`src/rtl/regfile_pkg.sv`:
```
// rtl/regfile_pkg.sv - shared register-file types, sizes and address decode
package regfile_pkg;

  localparam int BITWIDTH        = 16;
  localparam int REGADDRBITWIDTH = 4;
  localparam int REGCOUNT        = 2 ** REGADDRBITWIDTH;

  typedef struct packed {
    logic [REGADDRBITWIDTH-1:0] reg_addr;
    logic [BITWIDTH-1:0]        data;
  } wb_entry_t;

  function automatic logic [REGCOUNT-1:0] onehot_decode(input logic [REGADDRBITWIDTH-1:0] addr);
    return REGCOUNT'(1) << addr;
  endfunction

endpackage

```
`src/rtl/wb_queue_storage.sv`:
```
// rtl/wb_queue_storage.sv - writeback entry array, one write port, async head read
module wb_queue_storage
  import regfile_pkg::*;
#(
  parameter int DEPTH = 4,
  parameter int PTRW  = $clog2(DEPTH)
) (
  input  logic            clk,
  input  logic            wr_en,
  input  logic [PTRW-1:0] wr_idx,
  input  wb_entry_t       wr_entry,
  input  logic [PTRW-1:0] rd_idx,
  output wb_entry_t       rd_entry
);

  wb_entry_t mem [DEPTH];

  // Contents are deliberately unreset; validity is tracked by the control count.
  always_ff @(posedge clk) begin
    if (wr_en) begin
      mem[wr_idx] <= wr_entry;
    end
  end

  assign rd_entry = mem[rd_idx];

endmodule

```
`src/rtl/load_writeback_queue.sv`:
```
// rtl/load_writeback_queue.sv - load response FIFO retiring into register cells
module load_writeback_queue
  import regfile_pkg::*;
#(
  parameter int BITWIDTH        = regfile_pkg::BITWIDTH,
  parameter int REGADDRBITWIDTH = regfile_pkg::REGADDRBITWIDTH,
  parameter int DEPTH           = 4
) (
  input  logic                          clk,
  input  logic                          clk_en,
  input  logic                          sync_rst,
  input  logic                          Resp_Valid,
  output logic                          Resp_Ready,
  input  logic [BITWIDTH-1:0]           Resp_Data,
  input  logic [REGADDRBITWIDTH-1:0]    Resp_RegAddr,
  input  logic                          ALU_Write_En,
  input  logic [REGADDRBITWIDTH-1:0]    ALU_RegAddr,
  output logic [2**REGADDRBITWIDTH-1:0] Mem_Write_En,
  output logic [BITWIDTH-1:0]           Mem_DataOut,
  output logic [$clog2(DEPTH):0]        Pending_Count,
  output logic                          Queue_Empty
);

  localparam int PTRW = $clog2(DEPTH);
  localparam int CNTW = PTRW + 1;

  logic [PTRW-1:0] rd_ptr;
  logic [PTRW-1:0] wr_ptr;
  logic [CNTW-1:0] count;

  logic      empty;
  logic      full;
  logic      push;
  logic      pop;
  logic      collide;
  wb_entry_t in_entry;
  wb_entry_t head;

  assign empty = (count == '0);
  assign full  = (count == CNTW'(DEPTH));

  // Ready looks only at the registered count, never at a same-cycle pop.
  assign Resp_Ready = ~full & ~sync_rst;
  assign push       = Resp_Valid & Resp_Ready & clk_en;

  assign in_entry.reg_addr = Resp_RegAddr;
  assign in_entry.data     = Resp_Data;

  wb_queue_storage #(
    .DEPTH (DEPTH),
    .PTRW  (PTRW)
  ) u_storage (
    .clk      (clk),
    .wr_en    (push),
    .wr_idx   (wr_ptr),
    .wr_entry (in_entry),
    .rd_idx   (rd_ptr),
    .rd_entry (head)
  );

  // A head that targets the register the ALU is writing this cycle waits.
  assign collide = ALU_Write_En & (ALU_RegAddr == head.reg_addr);
  assign pop     = clk_en & ~empty & ~collide & ~sync_rst;

  assign Mem_Write_En  = pop ? onehot_decode(head.reg_addr) : '0;
  assign Mem_DataOut   = (~empty & ~sync_rst) ? head.data : '0;
  assign Pending_Count = sync_rst ? '0 : count;
  assign Queue_Empty   = sync_rst | empty;

  always_ff @(posedge clk) begin
    if (sync_rst) begin
      rd_ptr <= '0;
      wr_ptr <= '0;
      count  <= '0;
    end else if (clk_en) begin
      if (push) begin
        wr_ptr <= wr_ptr + PTRW'(1);
      end
      if (pop) begin
        rd_ptr <= rd_ptr + PTRW'(1);
      end
      if (push && !pop) begin
        count <= count + CNTW'(1);
      end else if (pop && !push) begin
        count <= count - CNTW'(1);
      end
    end
  end

endmodule

```
`config.mk`:
```
export PLATFORM = sky130hd
export DESIGN_NAME = load_writeback_queue
export DESIGN_NICKNAME = d
export VERILOG_FILES = /design/src/rtl/regfile_pkg.sv /design/src/rtl/wb_queue_storage.sv /design/src/rtl/load_writeback_queue.sv
export SDC_FILE = /design/constraint.sdc
export NUM_CORES = 1
export LEC_CHECK = 0
export BUFFER_PORTS_ARGS = -buffer_cell sky130_fd_sc_hd__buf_2
export CAP_MARGIN = 20
export CORE_MARGIN = 2
export CORE_UTILIZATION = 45
export DETAILED_ROUTE_END_ITERATION = 16
export PLACE_DENSITY = 0.69
export SYNTH_ARGS = -nofsm -noshare
export SYNTH_HDL_FRONTEND = slang
export SYNTH_SLANG_ARGS = --single-unit
```
`constraint.sdc`:
```
create_clock -name clk -period 2.8 [get_ports clk]
set_input_delay 0.42 -clock clk [delete_from_list [all_inputs] [get_ports clk]]
set_output_delay 0.42 -clock clk [all_outputs]
set_load 0.005 [all_outputs]
```
Word level (Yosys, flattened, before mapping). Memory sizes are Yosys's and may differ from the RTL's. A register that Yosys moved wholly into a read port is not among the register bits. Index checks and enable logic that the tools add are counted. W data, S select, Z words.

Register bits after elaboration: 7. Memory bits (writable): 80. Input port bits: 29. Output and inout bits: 37. Logic and storage cells: 42. Memories kept: 1.

Add/subtract/negate cells: 4. Eq/ne operators: 2. Shifts and indexed selects: 1. Multiplexer cells: 9. Bitwise operators: 13. Reductions and logical operators: 9.

Memory list: u_storage.mem (depth 4, width 20, read ports 1, clocked after memory_dff 1, wr ports 1, RTL line wb_queue_storage.sv:16) `wb_entry_t mem [DEPTH];`.

Operator list (count): $mux W16 (2); $shl A1 B4 Y16 const A (1); $mux W3 (3); $and A1 B1 Y1 (8); $reduce_and A2 Y1 (3); $add A2 B1 Y2 const B (2); $eq A4 B4 Y1 (1); $mux W2 (2); $not A1 Y1 (4); $add A3 B1 Y3 const B (1); $eq A3 B3 Y1 const B (1); $logic_not A3 Y1 (1); $sub A3 B1 Y3 const B (1); $logic_and A1 B1 Y1 (2); $logic_not A1 Y1 (2); $mux W1 (2); $reduce_bool A2 Y1 (1); $or A1 B1 Y1 (1).

Depth between registers and ports, before layout. Gate-level depths: netlist (run 1).

Word-level depth: 9. Depth in mapped cells: 12. Mapped depth without buffers: 12.

Modules after synthesis. From an unflattened synthesis (run 1), not the netlist that was laid out.

Cell total of the unflattened synthesis: 212. Area total of the unflattened synthesis: 3736.1 um^2.

By module, submodules not included: wb_queue_storage (instances 1, cells each 108, area an instance 2916.5 um^2, seq. area each 2402.3 um^2); load_writeback_queue (instances 1, cells each 104, area an instance 819.5 um^2, seq. area each 140.1 um^2).

Worst setup path after synthesis (run 1). Ideal clock, no wire load.

Path kind: register to register. Start: register (tool-made name). End: register count[2]. Setup time: 0.128 ns. Data arrival time: 2.538 ns. Data required time: 2.672 ns. Setup slack: 0.134 ns. Cell stages (with the launch flop): 13. Buffers on the path: 1. Period minus slack after synthesis: 2.666 ns. Cell sequence: dfxtp_1 buf_6 mux4_2 xnor2_2 o2111ai_2 nand2_1 ha_1 inv_1 fa_1 xnor2_1 nand2_1 xor2_1 nor2_1.

RTL lines: to (signal assigned) (RTL line load_writeback_queue.sv:83) `count <= count + CNTW'(1);`; to (signal assigned) (RTL line load_writeback_queue.sv:85) `count <= count - CNTW'(1);`; to (decl) (RTL line load_writeback_queue.sv:29) `logic [CNTW-1:0] count;`.

==> results of run 1 <==
## cells in the mapped netlist, drive strengths merged (2+ instances only)
| master | number | area share, % |
|---|---|---|
| nor2 | 27 | 2.7 |
| clkbuf | 3 | 0.30 |
| ha | 5 | 1.7 |
| nor2b | 3 | 0.50 |
| mux4 | 19 | 12 |
| nand2 | 5 | 0.50 |
| buf | 4 | 0.64 |
| nand4 | 2 | 0.34 |
| mux2i | 7 | 1.9 |
| edfxtp | 80 | 64 |
| xnor2 | 6 | 1.6 |
| dfxtp | 9 | 4.8 |
| and2 | 20 | 3.4 |
| nand3b | 2 | 0.40 |
| o21ai | 2 | 0.27 |
| inv | 7 | 0.70 |
## where the power goes
part | leakage, nW | switching, W | internal (W) | total (W)
Clock | 0.102 | 0.000414 | 0.000498 | 0.000912
Sequential | 0.797 | 0.0000127 | 0.00147 | 0.00148
Combinational | 0.734 | 0.000106 | 0.000111 | 0.000217
Total | 1.63 | 0.000533 | 0.00208 | 0.00261
## area by class of cell
cell class | instances | area [um^2] | share of cell area [%]
sequential | 89 | 2590 | 58.0
multi-input combinational | 114 | 1080 | 24.3
timing repair buffer | 78 | 423 | 9.48
tap | 105 | 131 | 2.94
clock buffer | 10 | 128 | 2.86
clock inverter | 5 | 81.3 | 1.82
inverter | 7 | 26.3 | 0.589
antenna | 1 | 2.50 | 0.0561
## per-layer routing
metal / vias up / share of wire, % / GRT usage [%]
met5: - / 0 / 0
met4: 0 / 0.53 / 5.07
met3: 2 / 7.7 / 4.98
met2: 68 / 49 / 25.2
met1: 982 / 42 / 19.4
li1: 991 / - / -
## registers in the layout (all words and copies together) (netlist names), named ones only
register and flops:
u_storage.mem 80, rd_ptr 2, count 3, wr_ptr 2
## through the flow
stage,std cells,util [%]
detailed placement,391,52.1
global route,408,54.8
CTS,406,54.6
floorplan,217,-
global placement,391,52.1
finish,409,54.9
## kinds of logic after synthesis
| kind of cell | share of synthesized area [%] |
|---|---|
| AOI/OAI and AO/OA | 1.51 |
| xor gates and xnor gates | 1.84 |
| adders and majority gates | 2.21 |
| buffers and inverters | 1.64 |
| DFF | 69.2 |
| muxes | 14.4 |
| and+or+nand+nor | 9.22 |
## worst paths after layout
kind                     endpoint  slack (ns)  depth (start not counted)
max               Mem_Write_En[9]        0.15                          8
min          u_storage.mem[2][11]        0.28                          1
max reg2reg              count[2]        0.19                         12
min reg2reg             rd_ptr[1]        0.47                          1
## timing repair
action	4_1_cts	5_1_grt
hold buffers	0	0
gates resized for setup	0	6
endpoints found under the setup margin	0	17
setup buffers	0	2
==> summary.txt, run 1 <==
Outcome
  • Outcome: complete, no violations

Timing
  • Final period util: 94.8%
  • Worst-Margin Slew: 0.337 ns
  • Minimum clock period: 2.65 ns
  • Slew Limit Fails: 0
  • Hold WS: 0.283 ns
  • Clock Skew: 0.0125 ns
  • Final Hold Vio Count: 0
  • Worst setup margin: 0.145 ns
  • TNS Setup: 0 ns
  • Setup Viol. Count Final: 0
  • Fmax: 377 MHz
  • Max_slew headroom: 77.4%

Die
  • Starting density of the core: 45.9%
  • Core ar.: 0.00813 mm^2
  • IO Pins: 66
  • Area of the die: 0.00904 mm^2
  • Rows: 33
  • Die Wd: 95.1 um
  • Die Ht: 95.1 um

Worst setup path
  • CP peak stage delay: 0.54 ns
  • Buf+Inv Stages, Crit Path: 3
  • WP data required: 2.38 ns
  • Worst-path cell chain: buf_4 > mux4_2 > xnor2_2 > o2111ai_2 > buf_4 > nand4_1 > nor2_1 > buf_2
  • Crit Path Category: register to output pin
  • Crit start category: register
  • Worst Path Arrival: 2.23 ns
  • Worst Setup End Kind: output pin
  • CP top delay family: multiplexers
  • Top cell by count, worst path: buf_4
  • Worst path slowest cell: mux4_2
  • CP max FO: 5

Yosys
  • Cell Area, Synth: 0.00373 mm^2
  • Async SR Flop Fraction: 0%
  • Most used DFF post-synth: edfxtp_1
  • Distinct cell type count after synthesis: 36
  • Post-synth EDFFs: 80
  • Post-Syn Instances: 217
  • Flops & latches, synth: 89
  • Syn nets: 252
  • Yosys warns: 0
  • Average cell area after synthesis: 17.2 um^2
  • Seq/Total Area, Yosys: 69.2%

Cells and area
  • Filler cells: 652
  • Area Overhead vs Synth: 19.6%
  • Share of cells above drive strength 1: 37.6%
  • Most common cell after layout, fill and taps aside: edfxtp_1
  • Fin nets: 334
  • Most frequent cells in the layout: edfxtp_1 (80), buf_2 (65), nor2_1 (27), and2_1 (20), mux4_2 (14)
  • Design area: 0.00446 mm^2

Min path
  • Hold Crit Start: Resp_Data[11]
  • Tightest Hold Check Type: input pin to register

Placement
  • Post-DP HPWL: 4.25 mm
  • Placer Congestion: 0.739
  • Port buffer count: 65
  • Cell Area, Placed: 0.00424 mm^2
  • Post-Place Worst Slack: 0.0687 ns

Detailed routing
  • Total Routed Length: 6.45 mm
  • Drt drc: 0
  • Post-DRT Antenna Nets: 0
  • WL/cell: 15.8 um
  • Detailed Routing Iterations Pass 1: 4
  • Vias per cell: 5.00
  • Initial drt markers: 90
  • Vias post-DR: 2043

Clock tree
  • Clock root buffer: clkbuf_8
  • H-tree levels: 3
  • Clock Sink Count: 89
  • CTS tree: yes
  • Num CTS Buffers: 9
  • Clk_lat worst skew: 0.34 ns
  • Worst-path clk slew: 0.09 ns
  • Clk buf depth: 2

Power
  • Max VDD drop: 0.429 mV
  • Power per cell area: 585 mW/mm^2
  • Leakage power: 1.63 nW
  • Total power draw: 0.00261 W

GRT
  • Global route total overflow: 0
  • GRT Total Usage: 15.3%
  • Vias in the first global route: 2035
  • Largest net degree at the start of global routing: 21
  • First-pass GRT wire length: 10.0 mm
  • Antenna violations before repair: 1

Job
  • Max-cap check violation count: 0
No activity file was read; power rests on OpenSTA's default activity.
==> run 2: changes to the inputs <==
==> constraint.sdc (replaced) <==
create_clock -name clk -period 2.15 [get_ports clk]
set_input_delay 0.3225 -clock clk [delete_from_list [all_inputs] [get_ports clk]]
set_output_delay 0.3225 -clock clk [all_outputs]
set_load 0.005 [all_outputs]
==> run 2 against run 1 <==
Effect of this change: the flow now finishes with violations (negative setup slack); highest routed layer unchanged; clock power grew 21%; clock skew decreased by 0.0038 ns; combinational power up 51%; flip-flop and latch count unchanged; setup slack lost 0.53 ns; worst hold slack worse by 0.097 ns; sequential power grew 30%; power up 28%; final area increased by 3.9%; clock-buffer cell count shrank 1; final cell count is 3.2% higher; routed wire length is 3.3% higher.
==> summary.txt, run 2 (synthesized netlist as in run 1, its figures left out) <==
Power
  • Max VDD drop: 0.485 mV
  • Sw frac: 21.7%
  • Power per cell area: 722 mW/mm^2
  • Total power draw: 0.00335 W
  • Switching power: 0.000726 W
  • Logic pwr share: 9.8%
  • Leakage power: 1.71 nW
  • Clk pwr share: 32.7%
  • Reg power frac: 57.5%
  • Internal power of the cells: 0.00262 W

Cells and area
  • Fin util: 57.0%
  • Largest regs: u_storage.mem (80), count (3)
  • Max FFs per register: 80
  • Fin nets: 347
  • Most common cell after layout, fill and taps aside: edfxtp_1
  • Most frequent cells in the layout: edfxtp_1 (80), buf_2 (65), nor2_1 (24), and2_1 (20), buf_4 (19)
  • Ant. Diodes: 0
  • Area Overhead vs Synth: 24.3%
  • Filler cells: 666
  • Share of cells above drive strength 1: 44.2%
  • Reg with most FFs: u_storage.mem

Detailed routing
  • Vias per cell: 4.95
  • Post-DRT Antenna Nets: 0
  • Vias post-DR: 2090
  • Initial drt markers: 111
  • Total Routed Length: 6.66 mm
  • WL/cell: 15.8 um
  • Detailed Routing Iterations Pass 1: 5
  • Drt drc: 0

GRT
  • Largest net degree at the start of global routing: 21
  • Antenna violations before repair: 0
  • First-pass GRT wire length: 10.6 mm
  • Global route total overflow: 0
  • GRT Total Usage: 16.3%
  • Vias in the first global route: 2096

Worst setup path
  • WP data required: 1.83 ns
  • Worst-path cell chain: mux4_2 > buf_6 > or4_4 > nor2_2 > nand2_1 > nor2_1 > buf_2
  • CP top delay family: simple AND/OR/NAND/NOR gates
  • CP max FO: 4
  • CP peak stage delay: 0.53 ns
  • Crit start category: register
  • Buf+Inv Stages, Crit Path: 2
  • Worst Path Arrival: 2.21 ns
  • Worst path slowest cell: mux4_2
  • Worst Setup End Kind: output pin
  • Crit Path Category: register to output pin

Job
  • Max-cap check violation count: 0

Outcome
  • Failing checks: negative setup slack
  • Outcome: finished with violations

Placement
  • Post-Place Worst Slack: -0.375 ns
  • Placer Congestion: 0.714
  • Post-DP HPWL: 4.41 mm
  • Port buffer count: 65

Timing
  • Final Hold Vio Count: 0
  • Final period util: 118%
  • Worst-Margin Slew: 0.303 ns
  • Minimum clock period: 2.53 ns
  • Worst setup margin: -0.385 ns
  • Setup Viol. Count Final: 19
  • RSZ-0062 raised after global routing: true
  • Max_slew headroom: 79.2%
  • Clock Skew: 0.00871 ns
  • Fmax: 395 MHz
  • Slew Limit Fails: 0

Die
  • Starting density of the core: 45.9%
  • Core ar.: 0.00813 mm^2
  • Rows: 33
  • Area of the die: 0.00904 mm^2
  • Die Wd: 95.1 um
  • IO Pins: 66
  • Die Ht: 95.1 um

Clock tree
  • Clk_lat worst skew: 0.34 ns
  • CTS tree: yes
  • Num CTS Buffers: 9
  • Clock root buffer: clkbuf_8
  • H-tree levels: 3
  • Worst-path clk slew: 0.09 ns
  • Clk buf depth: 2
  • # hold bufs at CTS: 0
  • Clock Sink Count: 89

Min path
  • Tightest Hold Check Type: input pin to register
run 2: changes by cell type in the layout (fill, tap and decap cells not counted), moves of 2 or more:
cell,change
mux4_1,-3
nor2_2,+2
buf_12,+4
nor2_1,-3
mux4_2,+3
buf_4,+6
buf_6,+3
run 2: worst register-to-register path, delay by kind of cell (launching register included):
| family | cells | cell delay (ns) |
|---|---|---|
| AOI/OAI and AO/OA | 1 | 0.15 |
| xor gates and xnor gates | 3 | 0.45 |
| adders and majority gates | 2 | 0.48 |
| buffers and inverters | 2 | 0.15 |
| DFF | 1 | 0.38 |
| muxes | 1 | 0.54 |
| and+or+nand+nor | 3 | 0.24 |
run 2: through the flow:
step	std cells	area, um^2	TNS (ns)	hold slack [ns]
3_5_place_dp	403	4400	-2.34	0.476
5_1_grt	422	4640	-9.68	0.170
2_1_floorplan	217	3750	-0.671	0.421
6_report	422	4640	-6.39	0.186
3_3_place_gp	403	4400	-1.61	0.460
4_1_cts	423	4630	-7.28	0.167
run 2: power groups by stage:
stage	clock (W)	sequential, W	combinational (W)
finish	0.00110	0.00192	0.000327
global route	0.00120	0.00193	0.000363
CTS	0.00114	0.00193	0.000334
detailed placement	0	0.00196	0.000315
global placement	0	0.00196	0.000310
floorplan	0	0.00196	0.000182
run 2: final cells by class:
cell class | count | area (um^2) | share of cell area [%]
clock buffers | 9 | 124 | 2.67
clock inverters | 7 | 70.1 | 1.51
inverters | 7 | 26.3 | 0.567
multi-input cells | 114 | 1120 | 24.1
flip-flops and latches | 89 | 2590 | 55.8
well taps | 105 | 131 | 2.83
repair buffers | 91 | 582 | 12.5
run 2: path summary, 6_finish.rpt:
path / start / endpoint / slack, ns / cells past startpoint
max: register / Mem_Write_En[1] / -0.38 / 7
min: Resp_Data[11] / u_storage.mem[1][11] / 0.19 / 1
max reg2reg: register / count[2] / -0.33 / 12
min reg2reg: rd_ptr[0] / register / 0.48 / 1
run 2: what timing repair did:
item,CTS,global route
endpoints found under the setup margin,33,39
pin swaps,18,5
gates resized for setup,14,4
buffers inserted,5,3
run 2: routing by layer:
layer,global-route usage [%],vias to the layer above,routed length (um)
li1,-,1011,-
met1,20.6,1015,2940
met2,27.4,58,3260
met3,4.58,6,366
met4,5.07,0,83
met5,0,-,0
==> run 3: changes to the inputs <==
--- a/config.mk
+++ b/config.mk
@@ -11,6 +11,7 @@
 export CORE_UTILIZATION = 45
 export DETAILED_ROUTE_END_ITERATION = 16
 export PLACE_DENSITY = 0.69
+export RECOVER_POWER = 25
 export SYNTH_ARGS = -nofsm -noshare
 export SYNTH_HDL_FRONTEND = slang
 export SYNTH_SLANG_ARGS = --single-unit
==> run 3 against run 2 <==
Effect of this change: final area fell by 0.32%; critical path depth unchanged; the flow still finishes with violations (negative setup slack); routed wire length up 0.35%; core utilization shrank 0.18 points; combinational power barely moved; flip-flop and latch count is the same; final cell count stayed put; via count fell by 0.14%; critical path type unchanged.
==> summary.txt, run 3 (synthesized netlist as in run 1, its figures left out) <==
Outcome
  • Outcome: finished with violations
  • Failing checks: negative setup slack

Detailed routing
  • Routed wl met2: 3.29 mm
  • Vias post-DR: 2087
  • Initial drt markers: 98
  • Post-DRT Antenna Nets: 0
  • Vias per cell: 4.95
  • Top Metal Used: met4
  • Met3 wire length: 349 um
  • Detailed Routing Iterations Pass 1: 4
  • M1 WL: 2.96 mm
  • Drt drc: 0
  • Total Routed Length: 6.68 mm
  • WL/cell: 15.8 um

Worst setup path
  • Crit start category: register
  • Worst Setup End Kind: output pin
  • Worst-path cell chain: mux4_2 > buf_6 > or4_4 > nor2_2 > nand2_1 > nor2_1 > buf_2
  • Worst path slowest cell: mux4_2
  • Flop2flop setup slack: -0.33 ns
  • Crit Path Category: register to output pin
  • CP max FO: 4
  • Worst Path Arrival: 2.21 ns
  • CP peak stage delay: 0.53 ns
  • WP data required: 1.83 ns
  • Reg2reg end: count[2]
  • Reg2reg path depth: 12

GRT
  • GRT Total Usage: 16.3%
  • Vias in the first global route: 2096
  • Antenna violations before repair: 0
  • First-pass GRT wire length: 10.6 mm
  • Largest net degree at the start of global routing: 21
  • Global route total overflow: 0

Cells and area
  • Largest regs: u_storage.mem (80), count (3)
  • Share of cells above drive strength 1: 40.4%
  • Filler cells: 672
  • Fin nets: 347
  • Most frequent cells in the layout: edfxtp_1 (80), buf_2 (53), nor2_1 (24), and2_1 (20), buf_4 (19)
  • Ant. Diodes: 0
  • Reg with most FFs: u_storage.mem
  • Most common cell after layout, fill and taps aside: edfxtp_1
  • Design area: 0.00462 mm^2
  • Area Overhead vs Synth: 23.9%
  • Fin util: 56.8%
  • Final Non-Filler Cells: 422
  • Max FFs per register: 80

Job
  • Max-cap check violation count: 0

Clock tree
  • CTS tree: yes
  • # hold bufs at CTS: 0
  • Num CTS Buffers: 9
  • Clk_lat worst skew: 0.34 ns
  • Clock root buffer: clkbuf_8
  • H-tree levels: 3
  • Worst-path clk slew: 0.08 ns
  • Clock Sink Count: 89
  • Clk buf depth: 2

Timing
  • Slew Limit Fails: 0
  • Max_slew headroom: 79.2%
  • Minimum clock period: 2.54 ns
  • Final Hold Vio Count: 0
  • Worst setup margin: -0.387 ns
  • Setup Viol. Count Final: 19
  • Hold WS: 0.191 ns
  • RSZ-0062 raised after global routing: true
  • Fmax: 394 MHz
  • Worst-Margin Slew: 0.303 ns
  • Final period util: 118%
  • Clock Skew: 0.00976 ns

Power
  • Power per cell area: 724 mW/mm^2
  • Leakage power: 1.67 nW
  • Max VDD drop: 0.484 mV

Min path
  • Hold Crit Start: Resp_RegAddr[3]
  • Hold depth: 1
  • WHS Endpoint: u_storage.mem[3][19]
  • Tightest Hold Check Type: input pin to register

Die
  • Rows: 33
  • Starting density of the core: 45.9%
  • IO Pins: 66
  • Die Ht: 95.1 um
  • Die Wd: 95.1 um
  • Core ar.: 0.00813 mm^2
  • Area of the die: 0.00904 mm^2

Placement
  • Cell Area, Placed: 0.00440 mm^2
  • Placed Cells: 403
  • Placer Congestion: 0.714
  • Port buffer count: 65
  • Post-DP HPWL: 4.41 mm
==> run 3: repair_timing <==
item,CTS,global route
pin swaps,18,5
gates resized for setup,14,4
endpoints found under the hold margin,0,0
setup buffers,5,3
gates cloned,0,0
endpoints found under the setup margin,33,39
==> run 3: final cells by class <==
class,instances,area [um^2],share of cell area (%)
Timing Repair Buffer,91,567,12.3
Tap cell,105,131,2.84
Inverter,7,26.3,0.568
Multi-Input combinational cell,114,1120,24.2
Clock inverter,7,70.1,1.52
Sequential cell,89,2590,56.0
Clock buffer,9,124,2.68
==> run 3: worst max path at each step <==
stage | start | to | slack [ns] | depth (start not counted)
final | register | Mem_Write_En[1] | -0.39 | 7
after global placement | register | count[2] | -0.32 | 12
after global routing | register | Mem_Write_En[14] | -0.54 | 8
after floorplan | register | count[2] | -0.41 | 12
after CTS | register | Mem_Write_En[4] | -0.43 | 7
after detailed placement | register | count[2] | -0.37 | 12
==> run 3: power breakdown <==
part	total, W	internal, W	switching (W)
registers	0.00192	0.00191	0.0000157
logic	0.000324	0.000172	0.000151
clock network	0.00110	0.000537	0.000562
==> run 3: per-layer routing <==
layer | global-route usage (%) | vias to the layer above
met1 | 20.6 | 1013
met2 | 27.4 | 53
met5 | 0 | -
met3 | 4.58 | 7
li1 | - | 1014
met4 | 5.07 | 0
==> run 3: worst max-delay path, delay by kind of cell (launching register included) <==
family | cells | cell delay [ns]
mux | 1 | 0.53
flops | 1 | 0.38
buf+inv | 2 | 0.25
simple gates | 4 | 0.70
==> run 3: per-stage QoR <==
step	worst slack, ns	TNS (ns)	total power [W]
2_1_floorplan	-0.411	-0.671	0.00214
3_3_place_gp	-0.320	-1.61	0.00227
3_5_place_dp	-0.375	-2.34	0.00228
4_1_cts	-0.427	-7.28	0.00340
5_1_grt	-0.536	-9.68	0.00349
6_report	-0.387	-6.41	0.00335
